File: config.mk
export PLATFORM = sky130hd
export DESIGN_NAME = multi_dice_roller_flat
export DESIGN_NICKNAME = d
export VERILOG_FILES = /design/src/rtl/multi_dice_roller_pkg.sv /design/src/rtl/multi_dice_roller_if.sv /design/src/rtl/multi_dice_roller_pip_decoder.sv /design/src/rtl/multi_dice_roller.sv /design/src/flat_wrapper.sv
export SDC_FILE = /design/constraint.sdc
export NUM_CORES = 1
export LEC_CHECK = 0
export ABC_AREA = 1
export CELL_PAD_IN_SITES_DETAIL_PLACEMENT = 1
export CELL_PAD_IN_SITES_GLOBAL_PLACEMENT = 1
export CORE_ASPECT_RATIO = 1.4
export CORE_UTILIZATION = 41
export CTS_CLUSTER_DIAMETER = 30
export DETAILED_ROUTE_END_ITERATION = 7
export GPL_ROUTABILITY_DRIVEN = 0
export PLACE_DENSITY_LB_ADDON = 0.15
export SLEW_MARGIN = 20
export SYNTH_ARGS = -nofsm -noshare
export SYNTH_HDL_FRONTEND = slang
export SYNTH_HIERARCHICAL = 1
export SYNTH_SLANG_ARGS = --single-unit
File: constraint.sdc
create_clock -name clk -period 4.1 [get_ports clk]
set_clock_uncertainty 0.15 [all_clocks]
set_input_delay 0.41 -clock clk [delete_from_list [all_inputs] [get_ports clk]]
set_output_delay 0.41 -clock clk [all_outputs]
set_load 0.02 [all_outputs]
File: src/rtl/multi_dice_roller_pkg.sv
// multi_dice_roller_pkg: shared constants for the dice roller
//   package dice_pkg
//   - state_e / ST_*  : roller FSM states (IDLE, ROLLING)
//   - PIP_PATTERN     : 3x3 pip grid per face 1..9, row-major, bit0 top-left
//   - LFSR_W/LFSR_TAPS: 16-bit Fibonacci LFSR x^16+x^14+x^13+x^11+1
//   - DEFAULT_SEED    : fallback seed when a zero seed is configured
package dice_pkg;

    typedef enum logic [0:0] {IDLE = 1'b0, ROLLING = 1'b1} state_e;

    localparam logic [0:0] ST_IDLE    = 1'b0;
    localparam logic [0:0] ST_ROLLING = 1'b1;

    localparam logic [8:0] PIP_PATTERN [1:9] = '{
        9'h010, 9'h101, 9'h111, 9'h145, 9'h155,
        9'h16D, 9'h17D, 9'h1EF, 9'h1FF
    };

    localparam int          LFSR_W       = 16;
    // Tap mask for a left-shifting register: bits 15,13,12,10 = taps 16,14,13,11
    localparam logic [15:0] LFSR_TAPS    = 16'hB400;
    localparam logic [15:0] DEFAULT_SEED = 16'hACE1;

endpackage

File: src/rtl/multi_dice_roller_if.sv
// multi_dice_roller_if: roll request / result bundle of the dice roller
//   roll  : request, driven by the master
//   busy  : rolling phase in progress
//   done  : one-cycle pulse when a roll finishes
//   value : per-die face minus 1, die k at [4k+3:4k]
//   seg   : per-die pip pattern, die k at [9k+8:9k]
interface multi_dice_roller_if #(
    parameter int NUM_DICE = 2
);
    logic                    roll;
    logic                    busy;
    logic                    done;
    logic [NUM_DICE*4-1:0]   value;
    logic [NUM_DICE*9-1:0]   seg;

    modport master (output roll, input busy, done, value, seg);
    modport slave  (input roll, output busy, done, value, seg);
endinterface

File: src/rtl/multi_dice_roller_pip_decoder.sv
// dice_pip_decoder: combinational face (1..9) to 3x3 pip pattern
//   face    : 4-bit face number; anything outside 1..9 yields a blank grid
//   pattern : 9-bit row-major pip pattern
module dice_pip_decoder
    import dice_pkg::*;
(
    input  logic [3:0] face,
    output logic [8:0] pattern
);
    assign pattern = (face >= 4'd1 && face <= 4'd9) ? PIP_PATTERN[face] : 9'h000;
endmodule

File: src/rtl/multi_dice_roller.sv
// multi_dice_roller: N-die pseudo-random roller driving 3x3 pip displays
//   clk : clock, rising edge
//   rst : synchronous active-high reset
//   bus : multi_dice_roller_if slave (roll in; busy, done, value, seg out)
// Build option: define DICE_ROLL_ANIM_EN to let seg animate while rolling;
// otherwise seg is blank for the whole roll and shows only the final faces.
module multi_dice_roller
    import dice_pkg::*;
#(
    parameter int          NUM_DICE    = 2,
    parameter int          FACES       = 8,
    parameter int          ROLL_CYCLES = 16,
    parameter logic [15:0] LFSR_SEED   = DEFAULT_SEED
) (
    input logic                clk,
    input logic                rst,
    multi_dice_roller_if.slave bus
);
    localparam logic [15:0] SEED = (LFSR_SEED == 16'h0000) ? DEFAULT_SEED : LFSR_SEED;
    localparam int          CW   = (ROLL_CYCLES > 1) ? $clog2(ROLL_CYCLES) : 1;

    logic [0:0]        state, state_nx;
    logic [CW-1:0]     cnt;
    logic [LFSR_W-1:0] lfsr;
    logic              done;
    logic              last;
    logic              blank;

    assign last = cnt == CW'(ROLL_CYCLES - 1);

    always_comb
        state_nx = (state == ST_IDLE) ? (bus.roll ? ST_ROLLING : ST_IDLE)
                                      : (last ? ST_IDLE : ST_ROLLING);

    // The LFSR free-runs in every state so the moment a roll is requested
    // contributes to the outcome.
    always_ff @(posedge clk) begin
        if (rst) begin
            state <= ST_IDLE;
            cnt   <= '0;
            lfsr  <= SEED;
            done  <= 1'b0;
        end else begin
            state <= state_nx;
            cnt   <= (state == ST_IDLE) ? '0 : cnt + 1'b1;
            lfsr  <= {lfsr[LFSR_W-2:0], ^(lfsr & LFSR_TAPS)};
            done  <= (state == ST_ROLLING) && last;
        end
    end

`ifdef DICE_ROLL_ANIM_EN
    assign blank = 1'b0;
`else
    // Blank while rolling and through the done cycle, since the registered
    // pattern only catches up with the final value one cycle later.
    assign blank = (state == ST_ROLLING) || (state_nx == ST_ROLLING);
`endif

    assign bus.busy = state == ST_ROLLING;
    assign bus.done = done;

    for (genvar k = 0; k < NUM_DICE; k++) begin : g_die
        logic [3:0] val;
        logic [8:0] pip;
        logic [8:0] seg_r;

        always_ff @(posedge clk) begin
            if (rst)
                val <= 4'd0;
            else if (state == ST_ROLLING && lfsr[k])
                val <= (val == 4'(FACES - 1)) ? 4'd0 : val + 4'd1;
        end

        dice_pip_decoder u_dec (
            .face    (val + 4'd1),
            .pattern (pip)
        );

        always_ff @(posedge clk) begin
            if (rst)
                seg_r <= PIP_PATTERN[1];
            else
                seg_r <= blank ? 9'h000 : pip;
        end

        assign bus.value[4*k +: 4] = val;
        assign bus.seg[9*k +: 9]   = seg_r;
    end
endmodule

File: src/flat_wrapper.sv
// flat-port wrapper written by rule: the top's interface ports become plain ports
module multi_dice_roller_flat import dice_pkg::*;
#(
    parameter int          NUM_DICE    = 2,
    parameter int          FACES       = 8,
    parameter int          ROLL_CYCLES = 16,
    parameter logic [15:0] LFSR_SEED   = DEFAULT_SEED
)
  (clk, rst, bus_roll, bus_busy, bus_done, bus_value, bus_seg);
  multi_dice_roller_if #(.NUM_DICE(NUM_DICE)) bus_i ();
  input logic clk;
  input logic rst;
  input wire logic [$bits(bus_i.roll)-1:0] bus_roll;
  output wire logic [$bits(bus_i.busy)-1:0] bus_busy;
  output wire logic [$bits(bus_i.done)-1:0] bus_done;
  output wire logic [$bits(bus_i.value)-1:0] bus_value;
  output wire logic [$bits(bus_i.seg)-1:0] bus_seg;
  assign bus_i.roll = bus_roll;
  assign bus_busy = bus_i.busy;
  assign bus_done = bus_i.done;
  assign bus_value = bus_i.value;
  assign bus_seg = bus_i.seg;
  multi_dice_roller #(.NUM_DICE(NUM_DICE), .FACES(FACES), .ROLL_CYCLES(ROLL_CYCLES), .LFSR_SEED(LFSR_SEED)) u_core (.clk(clk), .rst(rst), .bus(bus_i));
endmodule
## Word-level counts from Yosys, hierarchy flattened

Memories as Yosys holds them, arrays and structs flattened.
Cells that the tools add are included.

| word-level totals | value |
|---|---|
| register bits | 48 |
| memory bits (read-only) | 288 |
| input port bits | 3 |
| output and inout bits | 28 |
| memories kept | 2 |

Memory list:

| name | words | bits a word | rd ports | clocked after Yosys merged registers in | write ports | RTL line | RTL |
|---|---|---|---|---|---|---|---|
| (name not given) | 16 | 9 | 1 | 0 | 0 | multi_dice_roller_pip_decoder.sv:10 | `assign pattern = (face >= 4'd1 && face <= 4'd9) ? PIP_PATTERN[face] : 9'h000;` |
| (name not given) | 16 | 9 | 1 | 0 | 0 | multi_dice_roller_pip_decoder.sv:10 |  |

| cells by class | value |
|---|---|
| $add $sub $neg | 3 |
| $lt $le $gt $ge | 6 |
| equal/unequal tests | 3 |
| muxes and demuxes | 13 |
| bitwise logic cells | 5 |
| reduce and logical (&&, ||, !) cells | 10 |

Operators with widths:

| cell | number |
|---|---|
| $mux 9 | 4 |
| $mux 5 | 4 |
| $reduce_xor 16->1 | 1 |
| $add 4x1->4 const B | 3 |
| $ge 5x5->1 const B | 2 |
| $not 4->5 | 2 |
| $eq 4x3->1 const B | 2 |
| $ge 4x1->1 const B | 2 |
| $le 4x4->1 const B | 2 |
| $mux 4 | 2 |
| $reduce_or 3->1 | 2 |
| $logic_and 1x1->1 | 5 |
| $eq 4x4->1 const B | 1 |
| $mux 1 | 3 |
| $not 1->1 | 3 |
| $reduce_or 2->1 | 1 |
| $logic_or 1x1->1 | 1 |

## Logic depth before layout (Yosys ltp)

| depth | value |
|---|---|
| depth after elaboration | 7 |
| depth in mapped cells | 11 |
| gate-level depth less buffers | 10 |

## Cells and area by module

Netlist, hierarchy kept.

By module, submodules not included:

| module | times used | cells each | area an instance (um^2) | sequential area each (um^2) |
|---|---|---|---|---|
| multi_dice_roller | 1 | 185 | 1630.3 | 960.9 |
| dice_pip_decoder (u_core.g_die[0].u_dec) | 1 | 21 | 102.6 | 0.0 |
| dice_pip_decoder (u_core.g_die[1].u_dec) | 1 | 18 | 87.6 | 0.0 |

## Least setup slack after synthesis

No wires, ideal clock.

| timing path | value |
|---|---|
| path kind | register to register |
| start point | reg u_core.g_die[1].val[1] |
| end point | reg u_core.g_die[1].seg_r[8] |
| arrival time | 1.444 ns |
| path slack | 2.441 ns |
| stages on the path, launching flop included | 10 |
| path through | dfxtp_1 ha_1 xnor2_1 inv_1 nor2_1 nor2_2 nor2_1 buf_4 inv_1 nor2_1 |

| on the way | value |
|---|---|
| longest elaborated chain between the ends | 5 |
| elaborated cells on any way between the ends | 10 |

RTL lines:

| element | RTL line | RTL |
|---|---|---|
| from (decl) | multi_dice_roller.sv:63 | `logic [3:0] val;` |
| from (signal assigned) | multi_dice_roller.sv:71 | `val <= (val == 4'(FACES - 1)) ? 4'd0 : val + 4'd1;` |
| $add 4x1->4 * | multi_dice_roller.sv:75 | `.face (val + 4'd1),` |
| $not 4->5 (implied by the code), or another cell as far along | multi_dice_roller_pip_decoder.sv:10 |  |
| $mem_v2 16x9 or $logic_and 1x1->1 (tied branches) | - |  |
| $mux 9 (implied by the code) or $not 1->1 (tied branches) | - |  |
| $mux 9 (implied by the code) or $reduce_or 3->1 (tied branches) | - |  |
| to (signal assigned) | multi_dice_roller.sv:81 | `seg_r <= PIP_PATTERN[1];` |
| to (signal assigned) | multi_dice_roller.sv:83 | `seg_r <= blank ? 9'h000 : pip;` |
| to (decl) | multi_dice_roller.sv:65 | `logic [8:0] seg_r;` |

Every way passes the cells marked *; elsewhere a longest branch is shown, timed or not. The select of a mux whose other input is x is not followed.
A chain may end at the register's enable or synchronous reset.

## Final worst setup path

| timing path | value |
|---|---|
| start point | reg u_core.state, in the netlist u_core/bus.busy |
| end point | out bus_busy |

RTL lines:

| element | RTL line | RTL |
|---|---|---|
| from (decl) | multi_dice_roller.sv:22 | `logic [0:0] state, state_nx;` |
| from (signal assigned) | multi_dice_roller.sv:44 | `state <= state_nx;` |
| to (decl) | flat_wrapper.sv:14 | `output wire logic [$bits(bus_i.busy)-1:0] bus_busy;` |

No word-level cell between the ends.

==> impl_metrics.yaml <==
yosys:
  synthArstFlopShare: 0
  synthTopCellsByArea: "dfxtp_1, inv_1, nor2_1"
  synth_cells: 224
  ys_ff_latch: 48
  synth_common_cells: "dfxtp_1, inv_1, nor2_1"
  synth_edf_count: 0
  yosysMostFrequentCell: "dfxtp_1"
  syn-cell-area_um2: 1820
  synth_top_area_frac: 0.528
  ys_types: 29
  synth_seq_area_share: 0.528
  synth.avg_cell_area_um2: 8.13
  synth_top_area_cell: "dfxtp_1"
  synthFlopType: "dfxtp_1"
  yosys_warnings: 6
  synth_nets: 230
route:
  drcViolationCount: 0
  avgViaCountPerCell: 4.33
  ant_nets: 0
  drt_wl_total_um: 3080
  drtIter0Drc: 2
  vias: 1348
  wl_per_cell_um: 9.89
  dr.pass1.iters: 3
clocking:
  root_buffer: "clkbuf_8"
  cts_num_sinks: 48
  cts-resized-gates: 0
  cts_buffers: 5
  cts_tree: "done"
  clk_pin_slew_ns: 0.08
  clk_path_buf_depth: 2
  htree_levels: 2
  hold_buffers: 0
  worstSkewPairLatency_ns: 0.29
  cts_post_setup_buffers_inserted: 0
setup_path:
  path_class: "reg -> out"
  critPathTopFamily: "buffers and inverters"
  critPathCaptureType: "output port"
  max_stage_delay_ns: 0.68
  crit_path_max_fanout: 6
  crit_buf_inv: 1
  cp_cell_sequence: "clkdlybuf4s50_1"
  r2r_setup_slack_ns: 2.45
  timing.rr.start: "u_core/g_die[0].val[0]"
  startpoint_type: "register"
  crit_required_ns: 3.54
  r2r_cells: 8
  regToRegEndpoint: "u_core/g_die[0].seg_r[3]"
  cpMaxStageDelayCell: "clkdlybuf4s50_1"
  arrival_ns: 1.52
timing:
  finalCritPeriodShare: 0.507
  period_needed_ns: 2.08
  tns_ns: 0
  rsz0062_at_grt: "no"
  final_max_slew_viol_count: 0
  max_clock_freq_mhz: 481
  setup_viol: 0
  final-hold-violation-count: 0
  tightest_slew_ns: 0.700
  slew_headroom: 0.532
final_layout:
  fillers: 536
  nets: 256
  diodes: 0
  drive_gt1_frac: 0.116
  area_delta_synth_final_pct: 21.4
  fin_util: 0.522
floorplanning:
  ios: 31
  fp.dieH_um: 80.8
  start_util: 0.429
  die_x_um: 58.3
  die_area_um2: 4710
  rows: 28
  core_area_um2: 4240
grt:
  grt_first_pass_wirelength_um: 5260
  grt_pass1_vias: 1296
  grtUsageTotal: 0.148
  grt_max_degree: 22
  overflow: 0
  antenna_found_initial: 0
power_and_ir_drop:
  p_sw_uw: 229
  pwr-share-seq: 0.559
  power_frac_comb: 0.122
  p_int_uw: 671
  sw_frac_of_total: 0.255
  pwr-share-clk: 0.319
  p_per_area_nw_per_um2: 407
  p_leak_uw: 0.000932
  ir_worst_vdd_mv: 0.232
placed_design:
  numPortBuffers: 30
  dp_hpwl_um: 2300
worst_hold_path:
  holdPathEnd: "u_core/lfsr[10]"
  hold_path_depth: 1
  min_from: "u_core/lfsr[9]"
  hold_class: "reg -> reg"
job:
  cap_violations: 0
outcome:
  status: "completed"
## cells in the final DEF, fill, tap and decap left out, types with 4 or more instances in the layout
master            n
dfxtp_1          48
clkdlybuf4s50_1  30
inv_1            44
nand3_1           5
nand2_1          26
or2_2             7
a21oi_1           5
a21oi_2           5
nor2_2            4
nor2_1           42
clkbuf_8          6
## cell type report
| type | instances | area, um2 | share of cell area |
|---|---|---|---|
| clock buffer | 7 | 86.3 | 0.0390 |
| tap | 60 | 75.1 | 0.0340 |
| clock inverter | 1 | 7.51 | 0.00340 |
| multi-input combinational | 119 | 607 | 0.274 |
| sequential | 48 | 961 | 0.435 |
| timing repair buffer | 30 | 300 | 0.136 |
| inverter | 46 | 174 | 0.0787 |
## state kept, by name, indices dropped and copies added, names as in the netlist
register,flops
u_core/bus.busy,1
u_core/g_die.val,8
u_core/g_die.seg_r,18
u_core/cnt,4
u_core/lfsr,16
u_core/bus.done,1
## per-stage QoR
stage	instances	total power (uW)	hold slack (ns)	setup WS, ns	instance area [um2]
detailed placement	303	626	0.248	1.83	2120
finish	311	900	0.266	2.02	2210
global placement	303	622	0.242	1.89	2120
global route	311	949	0.281	1.96	2210
floorplan	224	598	0.238	2.44	1820
CTS	311	916	0.270	1.99	2210
## power groups by stage
| stage | sequential (uW) | clock, uW | combinational, uW |
|---|---|---|---|
| global placement | 514 | 0 | 108 |
| finish | 503 | 287 | 110 |
| floorplan | 525 | 0 | 73.1 |
| global route | 507 | 319 | 124 |
| CTS | 504 | 301 | 112 |
| detailed placement | 515 | 0 | 111 |
## cells by family (layout without fill, tap and decap cells)
logic type,count (synthesis),in the layout,synth area share
buf+inv,57,84,0.139
fa+ha+maj,3,3,0.0206
xor+xnor,4,4,0.0192
flops,48,48,0.528
compound gates,17,17,0.0598
simple gates,95,95,0.234
## metal layers
layer | share of wire | up-vias | track usage
met3 | 0.029 | 5 | 0.0430
met1 | 0.43 | 617 | 0.155
met5 | 0 | - | 0
met4 | 0.016 | 0 | 0.0571
met2 | 0.52 | 24 | 0.272
li1 | - | 702 | -
## how the worst max path moves through the flow
stage                            from                        to  slack, ns  cells after the start
6_report              u_core/bus.busy                  bus_busy       2.02                      1
5_1_grt               u_core/bus.busy                  bus_busy       1.96                      1
4_1_cts               u_core/bus.busy                  bus_busy       1.99                      1
3_5_place_dp                      rst  u_core/g_die[1].seg_r[5]       1.83                      4
3_3_place_gp                      rst  u_core/g_die[0].seg_r[8]       1.89                      4
2_1_floorplan  u_core/g_die[1].val[1]  u_core/g_die[1].seg_r[8]       2.44                      9
(Power assumes the default switching activity.)
